<file path="src/rtl/nibble_pkg.sv">
// Shared sample/word types for the nibble packer and the five-way maximum finder wrapper.
package nibble_pkg;
    localparam int SAMPLE_W = 4;
    localparam int SAMPLES  = 5;
    localparam int WORD_W   = SAMPLE_W * SAMPLES;

    typedef logic [2:0]        cnt_t;
    typedef logic [WORD_W-1:0] word_t;
endpackage

</file>
<file path="src/rtl/word_slot.sv">
// Single-entry valid/ready output register: loads only when free, so data holds while stalled.
// Latency 1 cycle from load to vld_o; free_o is high when empty or being drained this cycle.
module word_slot
    import nibble_pkg::*;
(
    input  logic  clk,
    input  logic  rst_n,
    input  logic  load_i,
    input  word_t load_dat_i,
    input  logic  rdy_i,
    output logic  vld_o,
    output word_t dat_o,
    output logic  free_o
);
    logic  vld_q, vld_d;
    word_t dat_q, dat_d;

    assign free_o = !vld_q || rdy_i;
    assign vld_o  = vld_q;
    assign dat_o  = dat_q;

    always_comb begin
        vld_d = vld_q;
        dat_d = dat_q;
        if (load_i) begin
            vld_d = 1'b1;
            dat_d = load_dat_i;
        end else if (vld_q && rdy_i) begin
            vld_d = 1'b0;
        end
    end

    always_ff @(posedge clk or negedge rst_n) begin
        if (!rst_n) begin
            vld_q <= 1'b0;
            dat_q <= '0;
        end else begin
            vld_q <= vld_d;
            dat_q <= dat_d;
        end
    end
endmodule

</file>
<file path="src/rtl/nibble_packer.sv">
// Packs N W-bit samples (first sample in the top nibble) into one word behind a one-word slot.
// Word valid the cycle after its last sample; in_ready drops only while a second word waits.
module nibble_packer
    import nibble_pkg::*;
#(
    parameter int W = SAMPLE_W,
    parameter int N = SAMPLES
) (
    input  logic           clk,
    input  logic           rst_n,
    input  logic           in_valid,
    input  logic [W-1:0]   in_data,
    output logic           in_ready,
    input  logic           flush,
    output logic           out_valid,
    output logic [N*W-1:0] out_data,
    input  logic           out_ready,
    output logic [2:0]     fill_cnt
);
    word_t asm_q, asm_d;
    cnt_t  fill_q, fill_d;
    logic  full, accept, last, slot_free, load;
    word_t load_dat;

    assign full      = (fill_q == cnt_t'(N));
    assign in_ready  = !full && !flush;
    assign accept    = in_valid && in_ready;
    assign last      = accept && (fill_q == cnt_t'(N - 1));
    assign load      = slot_free && (last || full);
    // A completing sample bypasses the assembly register straight into the slot.
    assign load_dat  = full ? asm_q : {asm_q[WORD_W-1:W], in_data};
    assign fill_cnt  = fill_q;

    always_comb begin
        asm_d  = asm_q;
        fill_d = fill_q;
        if (load || flush) begin
            asm_d  = '0;
            fill_d = '0;
        end else if (accept) begin
            for (int k = 0; k < N; k++) begin
                if (fill_q == cnt_t'(k)) begin
                    asm_d[WORD_W-1-W*k -: W] = in_data;
                end
            end
            fill_d = fill_q + 1'b1;
        end
    end

    always_ff @(posedge clk or negedge rst_n) begin
        if (!rst_n) begin
            asm_q  <= '0;
            fill_q <= '0;
        end else begin
            asm_q  <= asm_d;
            fill_q <= fill_d;
        end
    end

    word_slot u_slot (
        .clk        (clk),
        .rst_n      (rst_n),
        .load_i     (load),
        .load_dat_i (load_dat),
        .rdy_i      (out_ready),
        .vld_o      (out_valid),
        .dat_o      (out_data),
        .free_o     (slot_free)
    );
endmodule

</file>
<file path="config.mk">
export PLATFORM = sky130hd
export DESIGN_NAME = nibble_packer
export DESIGN_NICKNAME = d
export VERILOG_FILES = /design/src/rtl/nibble_pkg.sv /design/src/rtl/word_slot.sv /design/src/rtl/nibble_packer.sv
export SDC_FILE = /design/constraint.sdc
export NUM_CORES = 1
export LEC_CHECK = 0
export ABC_AREA = 1
export ABC_CLOCK_PERIOD_IN_PS = 3350
export CAP_MARGIN = 10
export CORE_AREA = 4 4 51 87
export DETAILED_ROUTE_END_ITERATION = 10
export DIE_AREA = 0 0 55 91
export PLACE_DENSITY = 0.88
export SETUP_SLACK_MARGIN = 0.3
export SLEW_MARGIN = 20
export SYNTH_ARGS = -nofsm -noshare
export SYNTH_HDL_FRONTEND = slang
export SYNTH_SLANG_ARGS = --single-unit
export TNS_END_PERCENT = 5
</file>
<file path="constraint.sdc">
create_clock -name clk -period 3.35 [get_ports clk]
set_input_delay 0.67 -clock clk [delete_from_list [all_inputs] [get_ports clk]]
set_output_delay 0.67 -clock clk [all_outputs]
set_load 0.005 [all_outputs]
</file>
Word-level counts from Yosys, hierarchy flattened
Index checks and enable logic that the tools add are counted.
{"block": "totals", "regBits": 44, "latchBits": 0, "ram_bits": 0, "mem_bits_ro": 0, "out_inout_bits": 25, "memories": 0}
{"block": "op_classes", "add_sub_neg": 1, "n_mul": 0, "div_mod_pow": 0, "n_lt_le_gt_ge": 0, "n_eq_ne": 5, "shift": 0, "muxes": 12, "n_bitwise": 0, "reduce_logical": 24}
{"op": "2-to-1 mux 20 bit", "count": 2}
{"op": "2-to-1 mux 4 bit", "count": 6}
{"op": "nonzero test 2 bit", "count": 7}
{"op": "AND reduction 2 bit", "count": 5}
{"op": "equality test 3 x 2 -> 1 bit (second input constant)", "count": 2}
{"op": "equality test 3 bit (second input constant)", "count": 2}
{"op": "2-to-1 mux 3 bit", "count": 2}
{"op": "logical AND 1 bit", "count": 5}
{"op": "adder 3 x 1 -> 3 bit (second input constant)", "count": 1}
{"op": "equality test 3 x 1 -> 1 bit (second input constant)", "count": 1}
{"op": "logical NOT 1 bit", "count": 3}
{"op": "logical NOT 3 bit", "count": 1}
{"op": "logical OR 1 bit", "count": 3}
{"op": "2-to-1 mux 1 bit", "count": 2}

Logic depth before layout (Yosys ltp)
Gate-level depths: netlist (run 1).
{"block": "logic_depth", "ltp_word": 10, "ltp_mapped": 10}

Modules after synthesis
From an unflattened synthesis (run 1), not the netlist that was laid out.
{"block": "hier_totals", "cells_unflattened": 231, "area_unflattened_um2": 2268.4}
{"module": "nibble_packer", "n_inst": 1, "cells_each": 142, "area_each_um2": 1260.0, "seq_area_each_um2": 575.6}
{"module": "word_slot", "n_inst": 1, "cells_each": 89, "area_each_um2": 1008.5, "seq_area_each_um2": 525.5}

Worst setup path before layout (run 1)
Ideal clock, no wire load.
{"block": "synth_path", "path_type": "reg2reg", "start": "reg fill_q[1] (netlist: fill_cnt[1])", "end": "reg u_slot.dat_q[10] (netlist: u_slot.dat_o[10])", "setup_ns": 0.117, "t_arrival_ns": 1.582, "path_slack_ns": 1.651, "stages_incl_launch_ff": 11, "n_path_buf": 2, "period_less_slack_ns": 1.699, "cell_sequence": "dfrtp_1 -> inv_1 -> ha_1 -> nand2_4 -> nand3_4 -> o21bai_4 -> nand2_2 -> buf_6 -> buf_2 -> nand2_1 -> nand2_1"}
{"block": "synth_via", "elab_chain_cells": 7, "word_cells_on_any_way": 8, "cone_classes": "eq/ne (2); reduce/logical (6)"}
{"item": "from (decl)", "line": "nibble_packer.sv:21", "source": "cnt_t fill_q, fill_d;"}
{"item": "from (signal assigned)", "line": "nibble_packer.sv:56", "source": "fill_q <= fill_d;"}
{"item": "equality test 3 bit", "line": "nibble_packer.sv:25", "source": "assign full = (fill_q == cnt_t'(N));"}
{"item": "logical NOT 1 bit", "line": "nibble_packer.sv:26", "source": "assign in_ready = !full && !flush;"}
{"item": "logical AND 1 bit", "line": "nibble_packer.sv:26"}
{"item": "logical AND 1 bit", "line": "nibble_packer.sv:27", "source": "assign accept = in_valid && in_ready;"}
{"item": "logical AND 1 bit", "line": "nibble_packer.sv:28", "source": "assign last = accept && (fill_q == cnt_t'(N - 1));"}
{"item": "logical OR 1 bit *", "line": "nibble_packer.sv:29", "source": "assign load = slot_free && (last || full);"}
{"item": "logical AND 1 bit *", "line": "nibble_packer.sv:29"}
{"item": "to (signal assigned)", "line": "word_slot.sv:39", "source": "dat_q <= dat_d;"}
{"item": "to (decl)", "line": "word_slot.sv:16", "source": "word_t dat_q, dat_d;"}
Every way passes the cells marked *; elsewhere a longest branch is shown, timed or not.
A chain may end at the register's enable or synchronous reset.

Final worst setup path (run 1)
{"block": "layout_path", "start": "reg fill_q[1] (netlist: fill_cnt[1])", "end": "out in_ready"}
{"block": "layout_via", "elab_chain_cells": 3}
{"item": "equality test 3 bit", "line": "nibble_packer.sv:25"}
{"item": "logical NOT 1 bit", "line": "nibble_packer.sv:26"}
{"item": "logical AND 1 bit", "line": "nibble_packer.sv:26"}
{"item": "to (decl)", "line": "nibble_packer.sv:13", "source": "output logic in_ready,"}
No other way between the ends.

==> flow_summary_export.csv, run 1 <==
group,metric,value,unit
clock_tree,cts_hold_buf,0,
worst_hold_path,hp-class,"flop to flop",
timing,final-max-slew-violation-count,0,
setup_path,startpoint_type,"flop",
pwr,leakage,1.29,nW
synthesis,synth-edff-count,0,
drt,dr.first_iter.drc_count,53,
cells_and_area,final_cell_mix,"64 x nand2_1, 44 x dfrtp_1, 41 x nand4_1",
global_route,grt_overflow,0,
global_route,grt_max_degree,45,
timing,relSlewSlack,38.7,%
timing,finalSetupTns,0,ps
synthesis,yosysWarnings,0,
timing,worstMarginPinSlew,920,ps
clock_tree,cts_tree,"yes",
setup_path,critPathMaxFanout,6,
clock_tree,cts_buffers,5,
timing,setup-violations-final,0,
timing,period_share,79.0,%
die,core-area,3660,µm²
timing,period_needed,2650,ps
timing,finClkSkew,6.74,ps
cells_and_area,area_growth,20.7,%
clock_tree,cts_root_buf,"clkbuf_8",
setup_path,reg2reg_depth,9,
synthesis,yosysSeqAreaShare,54.2,%
clock_tree,cts_buffer_depth,2,
global_route,antenna_found_initial,0,
timing,fmax,0.378,GHz
drt,totalWireLength,4.04,mm
clock_tree,cts.repair.resized,0,
drt,wl_per_cell,13.8,µm
setup_path,critPathKind,"flop to primary output",
drt,drcViolationCount,0,
global_route,grt_pass1_wl,7.03,mm
clock_tree,insertion_delay,290,ps
drt,dr.pass1.iters,4,
pwr,cellPowerDensity,379,nW/µm²
pwr,ir_drop,314,µV
die,ios,34,
die,die_x,55,µm
timing,hold_viol,0,
clock_tree,htreeDepth,2,
timing,holdWs,471,ps
timing,rsz0062_at_grt,"no",
pwr,total_power,931,µW
placement,dpl.hpwl,2.90,mm
synthesis,syn_area,2030,µm²
synthesis,ys_seq_elements,44,
synthesis,syn_avg_cell_area,9.37,µm²
die,start_util,55.5,%
setup_path,required,2680,ps
drt,ant_nets,0,
drt,viasPerCell,5.56,
worst_hold_path,worstHoldPathCells,2,
placement,dpl_cell_area,2370,µm²
clock_tree,cts_sinks,44,
cells_and_area,final_layout_size_suffix_gt1_share,7.26,%
synthesis,syn_inst,217,
cells_and_area,final_common_cell,"nand2_1",
cells_and_area,final_area,2450,µm²
global_route,track_usage,18.6,%
cells_and_area,nets,261,
clock_tree,postCtsSetupBuffers,0,
synthesis,yosysUniqueCellTypes,21,
placement,io_buffers,33,
cells_and_area,diodes,0,
clock_tree,clkTransAtPathRegs,80,ps
synthesis,async_flop_share,100,%
flow_run,drv_cap,0,
synthesis,syn-num-nets,231,
placement,routabilityCongestion,0.845,
outcome,status,"completed",
setup_path,arrival,1980,ps
die,std_cell_rows,29,
setup_path,end_kind,"primary output",
die,die_area,5010,µm²
global_route,grt_pass1_vias,1523,
cells_and_area,post-route-util,67.0,%
drt,vias,1635,
die,die_h,91,µm
synthesis,synth-main-ff-cell,"dfrtp_1",
-- per-layer routing --
metal,vias up,track usage (%),wire (µm)
met5,-,0,0
li1,813,-,-
met4,0,8.32,125
met1,759,25.3,1690
met3,17,2.46,144
met2,46,29.0,2080
-- final timing paths --
path                       slack [ps]        startpoint                to
hold / removal                    470  u_slot.dat_o[17]  u_slot.dat_o[17]
setup / recovery                  700       fill_cnt[1]          in_ready
min in group asynchronous         500             rst_n   u_slot.dat_o[1]
max in group asynchronous        2260             rst_n       fill_cnt[2]
hold reg to reg                   470  u_slot.dat_o[17]  u_slot.dat_o[17]
setup reg to reg                 1060       fill_cnt[1]         asm_q[10]
-- logic make-up after synthesis --
family	Yosys count	share of synthesized area [%]
and+or+nand+nor	132	31.8
muxes	4	1.97
xor gates and xnor gates	1	0.431
buffers and inverters	24	6.15
DFF	44	54.2
adders and majority gates	5	3.08
AOI/OAI and AO/OA	7	2.40
-- sequential cells by signal (all words and copies together) (netlist names) --
signal	count
asm_q	20
u_slot.vld_o	1
u_slot.dat_o	20
fill_cnt	3
-- where the power goes --
part           internal, mW  switching (mW)
Clock                 0.145           0.177
Sequential            0.538         0.00566
Combinational        0.0246          0.0410
-- metrics by stage --
stage                     setup WS [ps]  std cells
after floorplan                    1650        217
after global placement              726        286
after detailed placement            686        286
after CTS                           677        294
after global routing                598        294
final                               702        294
-- synth_stat cells, types with 3 or more instances --
library cell	instances	area [µm²]
buf_2	4	20.0
buf_1	3	11.3
buf_6	4	45.0
nand3_1	18	90.1
dfrtp_1	44	1100
nand4_1	41	257
o21ai_0	4	20.0
inv_1	10	37.5
nor2_1	5	18.8
nand2_1	64	240
ha_1	5	62.6
mux2i_1	4	40.0
-- final cells by class --
cell class,count,area (µm²)
fill,302,1210
sequential,44,1100
multi-input combinational,149,807
timing repair buffer,36,360
clock buffer,5,68.8
tap,46,57.6
inverter,11,41.3
clock inverter,3,18.8
-- critical path: stages (launching register included) --
cell and delay [ps]:
dfrtp_1 440, inv_1 90, ha_1 230, nand2_4 140
inv_1 80, nor2_1 170, clkdlybuf4s50_1 540
Note: power is estimated with default switching activity, not from simulation.
==> run 2, diff against run 1 <==
--- a/config.mk
+++ b/config.mk
@@ -6,12 +6,12 @@
 export NUM_CORES = 1
 export LEC_CHECK = 0
 export ABC_AREA = 1
-export ABC_CLOCK_PERIOD_IN_PS = 3350
+export ABC_CLOCK_PERIOD_IN_PS = 2400
 export CAP_MARGIN = 10
-export CORE_AREA = 4 4 51 87
+export CORE_AREA = 4 4 55 95
 export DETAILED_ROUTE_END_ITERATION = 10
-export DIE_AREA = 0 0 55 91
-export PLACE_DENSITY = 0.88
+export DIE_AREA = 0 0 59 99
+export PLACE_DENSITY = 0.79
 export SETUP_SLACK_MARGIN = 0.3
 export SLEW_MARGIN = 20
 export SYNTH_ARGS = -nofsm -noshare
==> constraint.sdc (replaced) <==
create_clock -name clk -period 2.4 [get_ports clk]
set_input_delay 0.48 -clock clk [delete_from_list [all_inputs] [get_ports clk]]
set_output_delay 0.48 -clock clk [all_outputs]
set_load 0.005 [all_outputs]
==> run 2 against run 1 <==
Register-to-register slack worse by 520 ps. Wire length is 3.2% higher. Largest cell class unchanged. Final cell count is 3.7% higher. Combinational power is 52% higher. Setup slack got worse by 260 ps. Largest power group unchanged. Die area increased by 17%. Clock skew shrank 3.1 ps. Sequential share of layout area shrank 1.0 points. Sequential power increased by 39%. Via count is 1.7% higher. Critical path depth shrank 1. Core utilization decreased by 9.9 points.
==> flow_summary_export.csv, run 2 (synthesized netlist as in run 1, its figures left out) <==
group,metric,value,unit
global_route,track_usage,16.6,%
cells_and_area,final_area,2520,µm²
drt,dr.pass1.iters,4,
pwr,leakage,1.32,nW
pwr,switching_share,22.1,%
timing,worstMarginPinSlew,432,ps
global_route,grt_pass1_wl,7.51,mm
placement,dpl_cell_area,2400,µm²
setup_path,path_buf_inv,2,
clock_tree,cts_root_buf,"clkbuf_8",
pwr,pwr-share-clk,34.8,%
setup_path,critPathKind,"flop to primary output",
setup_path,startpoint_type,"flop",
global_route,grt_overflow,0,
cells_and_area,post-route-util,57.1,%
timing,finClkSkew,3.64,ps
cells_and_area,final_layout_size_suffix_gt1_share,9.45,%
timing,period_needed,1950,ps
setup_path,end_kind,"primary output",
global_route,grt_max_degree,52,
clock_tree,cts_tree,"yes",
timing,hold_viol,0,
pwr,power_switching,291,µW
worst_hold_path,hp-class,"input pin to asynchronous set/reset pin",
timing,finalSetupTns,0,ps
die,ios,34,
setup_path,path_delay_family,"flip-flops",
setup_path,reg2reg_depth,10,
setup_path,critPathMaxFanout,3,
timing,holdWs,123,ps
pwr,pwr-share-seq,57.6,%
cells_and_area,final_cell_mix,"64 x nand2_1, 43 x dfrtp_1, 41 x nand4_1",
global_route,grt_pass1_vias,1602,
die,die_h,99,µm
setup_path,arrival,1470,ps
clock_tree,insertion_delay,290,ps
cells_and_area,final_common_cell,"nand2_1",
die,die_area,5840,µm²
cells_and_area,nets,267,
global_route,antenna_found_initial,0,
cells_and_area,fillCellCount,409,
die,core-area,4400,µm²
drt,vias,1662,
timing,final-max-slew-violation-count,0,
cells_and_area,instances_no_fill,305,
die,std_cell_rows,32,
drt,wl_per_cell,13.7,µm
setup_path,worstPathCellList,"ha_1 > nand2_4 > inv_1 > nor2_2 > dlygate4sd2_1",
drt,totalWireLength,4.17,mm
flow_run,drv_cap,0,
setup_path,required,1920,ps
pwr,ir_drop,366,µV
drt,viasPerCell,5.45,
clock_tree,cts_buffers,5,
placement,dpl.hpwl,3.06,mm
clock_tree,htreeDepth,2,
setup_path,cp.depth,5,
timing,relSlewSlack,71.2,%
clock_tree,cts_buffer_depth,2,
pwr,p_int,1.02,mW
die,die_x,59,µm
cells_and_area,diodes,0,
drt,drcViolationCount,0,
die,start_util,46.2,%
cells_and_area,area_growth,23.8,%
outcome,status,"completed",
setup_path,max_stage_delay,420,ps
timing,period_share,81.5,%
placement,dp.cells,294,
pwr,p_comb_share,7.6,%
pwr,cellPowerDensity,523,nW/µm²
timing,setup-violations-final,0,
clock_tree,clkTransAtPathRegs,80,ps
placement,io_buffers,33,
timing,fmax,0.512,GHz
drt,ant_nets,0,
placement,routabilityCongestion,0.811,
clock_tree,cts_sinks,44,
drt,dr.first_iter.drc_count,55,
timing,rsz0062_at_grt,"no",
setup_path,crit_path_top_delay_cell,"dfrtp_2",
==> run 2: worst register-to-register path, stage by stage (launching register included) <==
cell	delay, ps
dfrtp_1	400
inv_1	80
ha_1	210
nand2_4	60
buf_4	170
nand3_4	110
o21bai_4	80
nand2_4	160
buf_12	240
nand2_1	120
a21oi_1	150
==> run 2: cell type report <==
class | instances | area, µm² | area share [%]
inverter | 11 | 41.3 | 1.64
timing repair buffer | 42 | 404 | 16.1
multi-input combinational | 149 | 815 | 32.4
tap | 51 | 63.8 | 2.54
sequential | 44 | 1100 | 43.8
clock buffer | 8 | 90.1 | 3.58
==> run 2: final timing paths <==
kind | slack, ps | endpoint | from
min in group clk | 470 | u_slot.dat_o[15] | u_slot.dat_o[15]
worst max register to register | 540 | fill_cnt[2] | fill_cnt[1]
worst min register to register | 470 | u_slot.dat_o[15] | u_slot.dat_o[15]
max in group asynchronous | 1740 | u_slot.dat_o[16] | rst_n
worst max-delay path | 450 | in_ready | fill_cnt[0]
worst min-delay path | 120 | u_slot.dat_o[3] | rst_n
==> run 2: layer usage <==
| layer | global-route usage (%) | routed length (µm) |
|---|---|---|
| met1 | 20.4 | 1580 |
| met2 | 27.1 | 2270 |
| met3 | 3.15 | 187 |
| met4 | 8.20 | 133 |
| met5 | 0 | 0 |
==> run 2: metrics by stage <==
| stage | setup slack, ps | power [mW] |
|---|---|---|
| floorplan | 701 | 0.811 |
| global placement | 290 | 0.867 |
| detailed placement | 273 | 0.869 |
| CTS | 447 | 1.33 |
| global route | 370 | 1.37 |
| finish | 445 | 1.32 |
==> run 2: repair_timing <==
action                                  in CTS  in global routing
pin swaps                                    1                  0
hold buffers                                 0                  0
resized for setup                            3                  1
endpoints found under the hold margin        0                  0
buffers inserted                             3                  0
endpoints found under the setup margin       1                  1
gates cloned                                 0                  0
==> run 2: power by group through the flow <==
stage | clock network (mW) | logic (mW) | registers, mW
after global routing | 0.503 | 0.113 | 0.758
after global placement | 0 | 0.0938 | 0.773
after detailed placement | 0 | 0.0957 | 0.773
after floorplan | 0 | 0.0386 | 0.772
final | 0.458 | 0.0997 | 0.757
after CTS | 0.473 | 0.101 | 0.757
